[src/rtl/ddr_pkg.sv]
// ddr_pkg: definitions shared by the DDR reader and the DDR writer.
//   - Field offsets and widths of the 64-bit cfg_data word
//     ({c, h, w, base_addr} from the MSB down to the LSB).
//   - bpp(): number of bytes per pixel for a given pixel width.
//   - state_t: the run-control FSM states.
package ddr_pkg;

    localparam int CFG_W    = 64;
    localparam int BASE_LSB = 0;
    localparam int BASE_W   = 32;
    localparam int W_LSB    = 32;
    localparam int W_W      = 10;
    localparam int H_LSB    = 42;
    localparam int H_W      = 10;
    localparam int C_LSB    = 52;
    localparam int C_W      = 12;

    typedef enum logic [2:0] {
        IDLE,
        ISSUE,
        DRAIN,
        DONE,
        FLUSH
    } state_t;

    function automatic int bpp(input int b_pixel);
        return b_pixel / 8;
    endfunction

endpackage

[src/rtl/ddr_rd_fifo.sv]
// ddr_rd_fifo: small synchronous first-word-fall-through FIFO for returned
// read data.
//   clk, rstn   clock, synchronous active-low reset
//   clr         drop all contents (pointers and count back to zero)
//   push/push_data  write one word (ignored when full)
//   pop/pop_data    pop_data always shows the head; pop advances it
//                   (ignored when empty)
//   count, empty, full  occupancy status
// The head must be visible in the same cycle it becomes valid, so the
// storage array is read asynchronously (distributed RAM at this depth).
module ddr_rd_fifo #(
    parameter int DATA_WIDTH = 64,
    parameter int FIFO_DEPTH = 8
) (
    input  logic                          clk,
    input  logic                          rstn,
    input  logic                          clr,
    input  logic                          push,
    input  logic [DATA_WIDTH-1:0]         push_data,
    input  logic                          pop,
    output logic [DATA_WIDTH-1:0]         pop_data,
    output logic [$clog2(FIFO_DEPTH):0]   count,
    output logic                          empty,
    output logic                          full
);

    localparam int PTR_W = $clog2(FIFO_DEPTH);
    localparam int CNT_W = PTR_W + 1;

    logic [DATA_WIDTH-1:0] mem [FIFO_DEPTH];
    logic [PTR_W-1:0]      wr_ptr_reg;
    logic [PTR_W-1:0]      rd_ptr_reg;
    logic [CNT_W-1:0]      count_reg;
    logic                  do_push;
    logic                  do_pop;

    assign empty    = (count_reg == '0);
    assign full     = (count_reg == CNT_W'(FIFO_DEPTH));
    assign do_push  = push & ~full;
    assign do_pop   = pop & ~empty;
    assign count    = count_reg;
    assign pop_data = mem[rd_ptr_reg];

    always_ff @(posedge clk) begin
        if (do_push) begin
            mem[wr_ptr_reg] <= push_data;
        end
    end

    always_ff @(posedge clk) begin
        if (!rstn || clr) begin
            wr_ptr_reg <= '0;
            rd_ptr_reg <= '0;
            count_reg  <= '0;
        end else begin
            // Depth is a power of two, so the pointers wrap on their own.
            if (do_push) begin
                wr_ptr_reg <= wr_ptr_reg + PTR_W'(1);
            end
            if (do_pop) begin
                rd_ptr_reg <= rd_ptr_reg + PTR_W'(1);
            end
            unique case ({do_push, do_pop})
                2'b10:   count_reg <= count_reg + CNT_W'(1);
                2'b01:   count_reg <= count_reg - CNT_W'(1);
                default: count_reg <= count_reg;
            endcase
        end
    end

endmodule

[src/rtl/ddr_reader.sv]
// ddr_reader: loads a channel-blocked tensor from DDR and streams it to the
// compute array, one N_KERNEL-pixel word per beat.
//   clk, rstn             clock, synchronous active-low reset
//   cfg_data              {c[63:52], h[51:42], w[41:32], base_addr[31:0]}
//   cfg_run               high = run/hold, low = abort/return to idle
//   cfg_done              all beats of the run delivered (held until cfg_run=0)
//   m_axis_*              read-address stream (one beat per byte address)
//   s_axis_*              returned read data, in address order
//   ddr_data/valid/ready  beats to the compute datapath
// Address order: outer loop over channel groups, inner loop over pixels.
// Addresses are only issued while the return buffer has room for the data of
// every address already in flight, so returned data is never back-pressured.
module ddr_reader
    import ddr_pkg::*;
#(
    parameter int N_KERNEL   = 4,
    parameter int B_PIXEL    = 16,
    parameter int DATA_WIDTH = 64,
    parameter int ADDR_WIDTH = 32,
    parameter int FIFO_DEPTH = 8
) (
    input  logic                  clk,
    input  logic                  rstn,
    input  logic [CFG_W-1:0]      cfg_data,
    input  logic                  cfg_run,
    output logic                  cfg_done,
    output logic [ADDR_WIDTH-1:0] m_axis_tdata,
    output logic                  m_axis_tvalid,
    input  logic                  m_axis_tready,
    input  logic [DATA_WIDTH-1:0] s_axis_tdata,
    input  logic                  s_axis_tvalid,
    output logic                  s_axis_tready,
    output logic [DATA_WIDTH-1:0] ddr_data,
    output logic                  ddr_valid,
    input  logic                  ddr_ready
);

    localparam int BPP        = bpp(B_PIXEL);
    localparam int GROUP_STEP = N_KERNEL * BPP;
    localparam int DC_W       = C_W + $clog2(BPP);
    localparam int XY_W       = 20;
    localparam int OUT_W      = $clog2(FIFO_DEPTH) + 1;
    localparam int SUM_W      = OUT_W + 1;

    state_t                state_reg;
    logic [ADDR_WIDTH-1:0] base_reg;
    logic [DC_W-1:0]       pixel_step_reg;
    logic [DC_W-1:0]       last_dc_reg;
    logic [XY_W-1:0]       last_xy_reg;
    logic [XY_W-1:0]       cnt_xy_reg;
    logic [DC_W-1:0]       dc_reg;
    logic [ADDR_WIDTH-1:0] dxy_reg;
    logic [OUT_W-1:0]      outstanding_reg;
    logic                  m_tvalid_reg;
    logic [ADDR_WIDTH-1:0] m_tdata_reg;
    logic                  done_reg;

    logic [W_W-1:0]        cfg_w;
    logic [H_W-1:0]        cfg_h;
    logic [C_W-1:0]        cfg_c;
    logic                  running;
    logic                  abort;
    logic                  m_hs;
    logic                  s_hs;
    logic                  pop;
    logic                  is_last_xy;
    logic                  is_last_grp;
    logic [ADDR_WIDTH-1:0] dxy_next;
    logic [DC_W-1:0]       dc_next;
    logic [ADDR_WIDTH-1:0] addr_cur;
    logic [ADDR_WIDTH-1:0] addr_next;
    logic [SUM_W-1:0]      in_use;
    logic                  credit_ok;
    logic                  drain_done;

    logic                  fifo_push;
    logic [OUT_W-1:0]      fifo_count;
    logic                  fifo_empty;
    logic                  fifo_full;

    assign cfg_w = cfg_data[W_LSB +: W_W];
    assign cfg_h = cfg_data[H_LSB +: H_W];
    assign cfg_c = cfg_data[C_LSB +: C_W];

    assign running       = (state_reg == ISSUE) || (state_reg == DRAIN);
    assign abort         = running && !cfg_run;
    assign s_axis_tready = running || (state_reg == FLUSH);
    assign m_hs          = m_tvalid_reg & m_axis_tready;
    assign s_hs          = s_axis_tvalid & s_axis_tready;
    assign ddr_valid     = ~fifo_empty;
    assign pop           = ddr_valid & ddr_ready;
    // Beats arriving during FLUSH belong to an aborted run and are dropped.
    assign fifo_push     = s_hs && running && !fifo_full;

    assign is_last_xy  = (cnt_xy_reg == last_xy_reg);
    assign is_last_grp = (dc_reg == last_dc_reg);
    assign dxy_next    = is_last_xy ? '0 : dxy_reg + ADDR_WIDTH'(pixel_step_reg);
    assign dc_next     = is_last_xy ? dc_reg + DC_W'(GROUP_STEP) : dc_reg;
    assign addr_cur    = base_reg + dxy_reg + ADDR_WIDTH'(dc_reg);
    assign addr_next   = base_reg + dxy_next + ADDR_WIDTH'(dc_next);

    // Slots committed = in flight + buffered (+ the address accepted now).
    // Pops this cycle are ignored, which only makes the check conservative.
    assign in_use    = SUM_W'(outstanding_reg) + SUM_W'(fifo_count) + SUM_W'(m_hs);
    assign credit_ok = (in_use < SUM_W'(FIFO_DEPTH));

    // Finished when nothing is in flight and the last buffered beat is
    // either gone or leaving on this very cycle.
    assign drain_done = (outstanding_reg == '0) &&
                        (fifo_empty || ((fifo_count == OUT_W'(1)) && pop));

    assign cfg_done      = done_reg;
    assign m_axis_tvalid = m_tvalid_reg;
    assign m_axis_tdata  = m_tdata_reg;

    always_ff @(posedge clk) begin
        if (!rstn) begin
            state_reg       <= IDLE;
            base_reg        <= '0;
            pixel_step_reg  <= '0;
            last_dc_reg     <= '0;
            last_xy_reg     <= '0;
            cnt_xy_reg      <= '0;
            dc_reg          <= '0;
            dxy_reg         <= '0;
            outstanding_reg <= '0;
            m_tvalid_reg    <= 1'b0;
            m_tdata_reg     <= '0;
            done_reg        <= 1'b0;
        end else begin
            unique case (state_reg)
                IDLE: begin
                    done_reg     <= 1'b0;
                    m_tvalid_reg <= 1'b0;
                    if (cfg_run) begin
                        base_reg       <= ADDR_WIDTH'(cfg_data[BASE_LSB +: BASE_W]);
                        last_xy_reg    <= XY_W'(cfg_w) * XY_W'(cfg_h) - XY_W'(1);
                        pixel_step_reg <= DC_W'(cfg_c) * DC_W'(BPP);
                        last_dc_reg    <= DC_W'(cfg_c) * DC_W'(BPP) - DC_W'(GROUP_STEP);
                        cnt_xy_reg     <= '0;
                        dc_reg         <= '0;
                        dxy_reg        <= '0;
                        state_reg      <= ISSUE;
                    end
                end
                ISSUE: begin
                    // Counters always describe the address currently on the
                    // bus, or the next one to present when tvalid is low.
                    if (!cfg_run) begin
                        m_tvalid_reg <= 1'b0;
                        state_reg    <= FLUSH;
                    end else if (m_hs) begin
                        if (is_last_xy && is_last_grp) begin
                            m_tvalid_reg <= 1'b0;
                            state_reg    <= DRAIN;
                        end else begin
                            cnt_xy_reg   <= is_last_xy ? '0 : cnt_xy_reg + XY_W'(1);
                            dxy_reg      <= dxy_next;
                            dc_reg       <= dc_next;
                            m_tdata_reg  <= addr_next;
                            m_tvalid_reg <= credit_ok;
                        end
                    end else if (!m_tvalid_reg && credit_ok) begin
                        m_tdata_reg  <= addr_cur;
                        m_tvalid_reg <= 1'b1;
                    end
                end
                DRAIN: begin
                    if (!cfg_run) begin
                        state_reg <= FLUSH;
                    end else if (drain_done) begin
                        done_reg  <= 1'b1;
                        state_reg <= DONE;
                    end
                end
                DONE: begin
                    if (!cfg_run) begin
                        done_reg  <= 1'b0;
                        state_reg <= IDLE;
                    end
                end
                FLUSH: begin
                    if (outstanding_reg == '0) begin
                        state_reg <= IDLE;
                    end
                end
                default: state_reg <= IDLE;
            endcase

            // An address accepted in the abort cycle still has data coming.
            unique case ({m_hs, s_hs})
                2'b10:   outstanding_reg <= outstanding_reg + OUT_W'(1);
                2'b01:   outstanding_reg <= outstanding_reg - OUT_W'(1);
                default: outstanding_reg <= outstanding_reg;
            endcase
        end
    end

    ddr_rd_fifo #(
        .DATA_WIDTH (DATA_WIDTH),
        .FIFO_DEPTH (FIFO_DEPTH)
    ) u_fifo (
        .clk       (clk),
        .rstn      (rstn),
        .clr       (abort),
        .push      (fifo_push),
        .push_data (s_axis_tdata),
        .pop       (pop),
        .pop_data  (ddr_data),
        .count     (fifo_count),
        .empty     (fifo_empty),
        .full      (fifo_full)
    );

endmodule
[config.mk]
export PLATFORM = sky130hd
export DESIGN_NAME = ddr_reader
export DESIGN_NICKNAME = d
export VERILOG_FILES = /design/src/rtl/ddr_pkg.sv /design/src/rtl/ddr_rd_fifo.sv /design/src/rtl/ddr_reader.sv
export SDC_FILE = /design/constraint.sdc
export NUM_CORES = 1
export LEC_CHECK = 0
export ABC_AREA = 1
export BUFFER_PORTS_ARGS = -buffer_cell sky130_fd_sc_hd__buf_2
export CAP_MARGIN = 20
export CORE_MARGIN = 4
export CORE_UTILIZATION = 52
export DETAILED_ROUTE_END_ITERATION = 8
export GPL_ROUTABILITY_DRIVEN = 0
export HOLD_SLACK_MARGIN = 0.02
export PLACE_DENSITY = 0.75
export SYNTH_ARGS = -nofsm -noshare
export SYNTH_HDL_FRONTEND = slang
export SYNTH_HIERARCHICAL = 1
export SYNTH_SLANG_ARGS = --single-unit
[constraint.sdc]
create_clock -name clk -period 8.1 [get_ports clk]
set_clock_uncertainty 0.15 [all_clocks]
set_input_delay 1.62 -clock clk [delete_from_list [all_inputs] [get_ports clk]]
set_output_delay 1.62 -clock clk [all_outputs]
set_load 0.01 [all_outputs]
==> results_dict.tcl, run 1 <==
set metrics [dict create \
    status "completed" \
    met1_length_um 38600 \
    vias 29501 \
    crit_path_cell_trace "buf_2, nand2_1, fa_1, fa_1, inv_1, fa_1, fa_1, fa_1, ha_1, nand2_1, inv_1, a21oi_1, o21ai_0, a21boi_0, o21ai_0, nand2_1, nand2_1, o21ai_0, inv_1" \
    initialDrtViolationCount 2897 \
    seqCellArea_um2 19200 \
    synth_edf_count 512 \
    drc_errors 0 \
    routed_wl_um 94800 \
    cts_root_buf "clkbuf_16" \
    clk_pin_slew_worst_paths_ns 0.06 \
    regMostFlops "u_fifo/mem" \
    slew_headroom 0.138 \
    period_minus_slack_ns 5.83 \
    max_freq_ghz 0.172 \
    internal_power_uw 7680 \
    die_y_um 279 \
    grt_antenna_before_repair 20 \
    chipWidth_um 279 \
    r2r_end "m_axis_tdata[30]" \
    dr_wl_met3_um 7780 \
    cts_buffer_depth 3 \
    synth.top_cell.area_share 0.404 \
    startpoint_type "primary input" \
    grt_overflow 0 \
    clk_latency_ns 0.64 \
    cts.sinks 702 \
    post-route-period-util 0.720 \
    avgSynthCellArea_um2 9.17 \
    ir_drop_mv 0.295 \
    cpMostUsedCell "fa_1" \
    p_comb_frac 0.323 \
    end_kind "register" \
    reg2reg_slack_ns 3.00 \
    grt_pass1_wl_um 149000 \
    synth-main-ff-cell "edfxtp_1" \
    fillers 5941 \
    ys_warn_count 6 \
    ant_nets 0 \
    yosys_register_bits 702 \
    rr_startpoint "cnt_xy_reg[2]" \
    p_switching_uw 4210 \
    cts_made_buffers 77 \
    drv_slew 0 \
    grt_max_degree 257 \
    powerDensity_nw_per_um2 280 \
    first_global_vias 28410 \
    final_cell_mix "nand2_1 (769), nor2_1 (569), edfxtp_1 (512)" \
    synth_nets 4564 \
    ys_types 56 \
    synthArstFlopShare 0 \
    slowest_delay_ns 0.54 \
    h-tree-depth 3 \
    top_layer "met5" \
    min_path_cells 2 \
    hold_path_end "dxy_reg[0]" \
    crit_required_ns 8.45 \
    fin_total_pwr_uw 11900 \
    path_class "in2reg" \
    cts_resized 0 \
    r2r_cells 24 \
    multi_input_comb_area_um2 16500 \
    grt_usage 0.238 \
    dr.pass1.iters 6 \
    power_leakage_uw 0.0177 \
    ys_top_cells_by_area "edfxtp_1 (40%), dfxtp_1 (10%), nand2_1 (7.6%)" \
    place.detailed.hpwl_um 60900 \
    hold_viol 0 \
    hold_path.class "reg2reg" \
    die-area_um2 77600 \
    drive_gt1_frac 0.0957 \
    fp-row-count 98 \
    yosys.area.top_type "edfxtp_1" \
    start_util 0.529 \
    ys_seq_area_frac 0.504 \
    netlist_area_um2 38100 \
    cts-hold-fix-buffers 0 \
    core_region_area_um2 72000 \
    seqPwrFrac 0.374 \
    synth_cells 4150 \
    switching_share 0.354 \
    cts_setup_buffers 0 \
    p_clk_frac 0.303 \
    wl_met2_um 45500 \
    path_max_fanout 10 \
    worstPathArrival_ns 6.18 \
    io_buffer_count 233 \
    wl_per_cell_um 17.8 \
    largest_reg_flops 512 \
    rsz0062_at_grt "no" \
    layout_commonest_cell "nand2_1" \
    hp-start "dxy_reg[0]" \
    cts_tree "yes" \
    crit_path_top_delay_cell "fa_1" \
    io_pins 234 \
    worstMarginPinSlew_ns 1.29 \
    nets 4717 \
    fin_tns_setup_ns 0 \
    setup_viol 0 \
    utilization 0.590 \
    drt-vias-per-instance 5.54 \
    synthToLayoutAreaGrowth_pct 11.5 \
    maxCapViolations 0 \
    critPathLaunch "cfg_data[44]" \
]
[kinds of logic (layout without fill, tap and decap cells)]
logic type,count (synthesis),after routing,synth area share
muxes,66,66,0.0174
and+or+nand+nor,1576,1576,0.166
other,0,9,0
xor gates and xnor gates,76,76,0.0175
AOI/OAI and AO/OA,842,842,0.119
DFF,702,702,0.504
buffers and inverters,608,824,0.0658
adders and majority gates,280,280,0.111
[worst max-delay path by stage]
stage	endpoint	slack [ns]
after floorplan	last_xy_reg[14]	1.94
after global placement	last_xy_reg[14]	1.68
after detailed placement	last_xy_reg[14]	1.66
after CTS	last_xy_reg[14]	2.30
after global routing	last_xy_reg[14]	1.96
final	last_xy_reg[14]	2.27
[layout make-up]
class                           count  share of cell area
Clock buffer                      100              0.0501
Inverter                          432              0.0384
Clock inverter                     42              0.0123
Antenna cell                        9            0.000530
Timing Repair Buffer              250              0.0311
Sequential cell                   702               0.452
Multi-Input combinational cell   2840               0.388
Tap cell                          950              0.0280
[critical path, delay by kind of cell]
kind / cells / cell delay [ns]
buffers and inverters: 4 / 0.33
AO/OA/AOI/OAI: 5 / 1.12
AND/OR/NAND/NOR: 4 / 0.31
adder cells (fa/ha/maj): 6 / 2.78
[layer usage]
layer / global-route usage / vias up
li1: - / 14282
met1: 0.309 / 13808
met2: 0.404 / 1165
met3: 0.0476 / 224
met4: 0.0781 / 22
met5: 0 / -
[synthesized netlist by cell type, types with 2 or more instances]
master,n
or2_1,2
o22ai_1,66
nand3_1,114
ha_1,186
buf_6,8
and2_1,2
a31oi_1,5
clkbuf_1,107
buf_12,5
and3_1,2
xor2_1,55
a21oi_2,5
nand4_1,23
nor2_2,2
o21ai_0,425
buf_1,20
fa_1,94
o221ai_1,2
o31ai_1,5
a21boi_0,12
a21oi_1,227
mux2i_1,66
o211ai_1,10
buf_4,9
inv_1,421
dfxtp_1,190
o21bai_1,14
nand3b_1,6
nand2_2,3
nor2_1,578
nand2_1,769
inv_2,9
nor3b_1,2
xnor2_1,21
buf_2,26
a21o_1,12
nor3_1,47
o21ai_1,38
a211oi_1,4
o21a_1,5
nand2_4,4
or2_2,11
a22oi_1,8
nor4_1,7
edfxtp_1,512
[through the flow]
| step | hold slack, ns | instances | cell area [um2] | setup slack, ns |
|---|---|---|---|---|
| after floorplan | 0.284 | 4150 | 38100 | 1.94 |
| after global routing | 0.333 | 5320 | 42400 | 1.96 |
| final | 0.314 | 5325 | 42500 | 2.27 |
| after CTS | 0.308 | 5316 | 42400 | 2.30 |
| after detailed placement | 0.299 | 5174 | 39800 | 1.66 |
| after global placement | 0.298 | 5174 | 39800 | 1.68 |
[power groups by stage]
stage / sequential, uW / clock (uW) / combinational [uW]
floorplan: 4460 / 0 / 2820
global placement: 4510 / 0 / 3720
detailed placement: 4520 / 0 / 3790
CTS: 4450 / 3670 / 3830
global route: 4480 / 3820 / 4370
finish: 4450 / 3610 / 3840
(Power assumes the default switching activity.)
==> run 2: changes to the inputs <==
--- a/config.mk
+++ b/config.mk
@@ -5,7 +5,7 @@
 export SDC_FILE = /design/constraint.sdc
 export NUM_CORES = 1
 export LEC_CHECK = 0
-export ABC_AREA = 1
+export ABC_AREA = 0
 export BUFFER_PORTS_ARGS = -buffer_cell sky130_fd_sc_hd__buf_2
 export CAP_MARGIN = 20
 export CORE_MARGIN = 4
@@ -13,7 +13,7 @@
 export DETAILED_ROUTE_END_ITERATION = 8
 export GPL_ROUTABILITY_DRIVEN = 0
 export HOLD_SLACK_MARGIN = 0.02
-export PLACE_DENSITY = 0.75
+export PLACE_DENSITY = 0.78
 export SYNTH_ARGS = -nofsm -noshare
 export SYNTH_HDL_FRONTEND = slang
 export SYNTH_HIERARCHICAL = 1
==> constraint.sdc (replaced) <==
create_clock -name clk -period 4.85 [get_ports clk]
set_clock_uncertainty 0.15 [all_clocks]
set_input_delay 0.97 -clock clk [delete_from_list [all_inputs] [get_ports clk]]
set_output_delay 0.97 -clock clk [all_outputs]
set_load 0.01 [all_outputs]
==> run 2 against run 1 <==
  * Sequential power grew 64%
  * The flow now finishes with violations (setup timing)
  * Critical path type unchanged
  * Clock power grew 62%
  * First-iteration DRC count shrank 27%
  * Largest cell class unchanged
  * Combinational power grew 67%
  * Via count shrank 16%
  * Count of clock-buffer cells in the layout shrank 12
  * Setup slack lost 2.4 ns
  * Critical path depth is the same
  * Die area shrank 4.8%
  * Register-to-register slack lost 3.1 ns
==> results_dict.tcl, run 2 <==
set metrics [dict create \
    rsz0062_at_grt "yes" \
    fin_cells 4272 \
    p_comb_frac 0.327 \
    grt_antenna_before_repair 9 \
    grt_usage 0.242 \
    synth.top_cell.area_share 0.425 \
    fin_tns_setup_ns -1.40 \
    die_y_um 272 \
    place.detailed.hpwl_um 57600 \
    cts_root_buf "clkbuf_16" \
    drc_errors 0 \
    clk_latency_ns 0.61 \
    routed_wl_um 91500 \
    path_max_fanout 5 \
    maxCapViolations 0 \
    ys_types 78 \
    utilization 0.634 \
    yosys.area.top_type "edfxtp_1" \
    synth_nets 3231 \
    ys_top_cells_by_area "edfxtp_1 (42%), dfxtp_1 (11%), mux4_2 (8.0%)" \
    synth-main-ff-cell "edfxtp_1" \
    crit_required_ns 5.23 \
    failed_checks "setup timing" \
    ys_top_cells_by_count "edfxtp_1 (512), nand2_1 (289), dfxtp_1 (190)" \
    ant_nets 0 \
    p_switching_uw 6200 \
    dr.pass1.iters 5 \
    vias 24691 \
    grt_max_degree 77 \
    fin_ws_ns -0.179 \
    seqPwrFrac 0.374 \
    grt_overflow 0 \
    synthArstFlopShare 0 \
    synth_most_common_cell "edfxtp_1" \
    wl_per_cell_um 21.4 \
    avgSynthCellArea_um2 12.8 \
    drt-vias-per-instance 5.78 \
    io_pins 234 \
    post-route-period-util 1.04 \
    nets 3681 \
    switching_share 0.317 \
    setup_viol 15 \
    r2r_cells 26 \
    fp-row-count 96 \
    powerDensity_nw_per_um2 449 \
    final_cell_mix "edfxtp_1 (512), nand2_1 (274), buf_4 (240)" \
    regMostFlops "u_fifo/mem" \
    worstMarginPinSlew_ns 0.935 \
    cts_made_buffers 74 \
    start_util 0.526 \
    cts-hold-fix-buffers 0 \
    status "finished with violations" \
    core_region_area_um2 68800 \
    slew_headroom 0.376 \
    drv_slew 0 \
    layout_commonest_cell "edfxtp_1" \
    fin_total_pwr_uw 19600 \
    grt_pass1_wl_um 141000 \
    cts.sinks 702 \
    synth_edf_count 512 \
    period_minus_slack_ns 5.03 \
    max_freq_ghz 0.199 \
    min_path_cells 2 \
    cts_tree "yes" \
    netlist_area_um2 36200 \
    die-area_um2 73900 \
    ys_seq_area_frac 0.530 \
    path_class "in2reg" \
    synthToLayoutAreaGrowth_pct 20.6 \
    largest_reg_flops 512 \
    end_kind "register" \
    clk_pin_slew_worst_paths_ns 0.06 \
    ys_warn_count 6 \
    yosys_register_bits 702 \
    chipWidth_um 272 \
    io_buffer_count 233 \
    power_leakage_uw 0.0171 \
    p_clk_frac 0.299 \
    place_inst 4074 \
    worstPathArrival_ns 5.41 \
    first_global_vias 25675 \
    hold_path.class "reg2reg" \
    h-tree-depth 3 \
    ir_drop_mv 0.364 \
    initialDrtViolationCount 2107 \
    synth_cells 2817 \
    cts_buffer_depth 3 \
    drive_gt1_frac 0.293 \
    internal_power_uw 13400 \
    startpoint_type "primary input" \
    hold_viol 0 \
]
[run 2: critical path: stages]
cell and delay, ns:
buf_12 0.09, buf_4 0.11, nand2_1 0.07, fa_2 0.40, fa_1 0.53, inv_1 0.05
fa_1 0.48, fa_1 0.54, fa_1 0.46, ha_4 0.30, or2_4 0.11, o31a_1 0.12
o31a_1 0.19, a31oi_2 0.12, nand2b_4 0.16, nand2_2 0.07, o2111ai_4 0.12, or3_1 0.33
a31oi_1 0.16
[run 2: worst paths after layout]
path / start / to / slack, ns
setup reg to reg: pixel_step_reg[2] / m_axis_tdata[24] / -0.14
setup / recovery: cfg_data[46] / last_xy_reg[17] / -0.18
hold / removal: m_axis_tdata[11] / m_axis_tdata[11] / 0.32
hold reg to reg: m_axis_tdata[11] / m_axis_tdata[11] / 0.32
[run 2: final cells by class]
cell class                 count  area [um2]
fill                        4938       25200
sequential                   702       19200
multi-input combinational   1833       16600
timing repair buffer         502        3500
clock buffer                  88        1970
tap                          931        1160
inverter                     154         578
clock inverter                49         577
antenna                       13        32.5
[run 2: power by group through the flow]
stage / combinational, uW / clock (uW) / sequential [uW]
3_5_place_dp: 5840 / 0 / 7420
2_1_floorplan: 3890 / 0 / 7360
6_report: 6400 / 5860 / 7320
5_1_grt: 7040 / 6240 / 7360
3_3_place_gp: 5700 / 0 / 7390
4_1_cts: 6060 / 5970 / 7320
[run 2: through the flow]
stage	instance area (um2)	hold WS, ns	setup slack (ns)
after floorplan	36500	0.298	-1.84
after global placement	39900	0.297	-0.868
after detailed placement	39900	0.304	-0.929
after CTS	43100	0.315	-0.175
after global routing	43600	0.357	-0.318
final	43700	0.317	-0.179
[run 2: timing repair]
item                       CTS  global route
setup buffers               40            13
gates resized for setup     95            93
pin swaps                   56            71
setup endpoints to repair   27            29
[run 2: cells by family (layout without fill, tap and decap cells)]
kind of cell / after synthesis / count (layout) / synth area share
and+or+nand+nor: 718 / 718 / 0.0938
buffers and inverters: 282 / 793 / 0.0328
AOI/OAI and AO/OA: 474 / 474 / 0.0866
xor gates and xnor gates: 162 / 162 / 0.0392
adders and majority gates: 280 / 280 / 0.116
muxes: 199 / 199 / 0.101
other: 0 / 13 / 0
DFF: 702 / 702 / 0.530
[run 2: metal layers]
layer | part of all wire | global-route usage
met5 | 0.00013 | 0
met4 | 0.032 | 0.0822
met2 | 0.52 | 0.435
met3 | 0.060 | 0.0376
met1 | 0.38 | 0.298
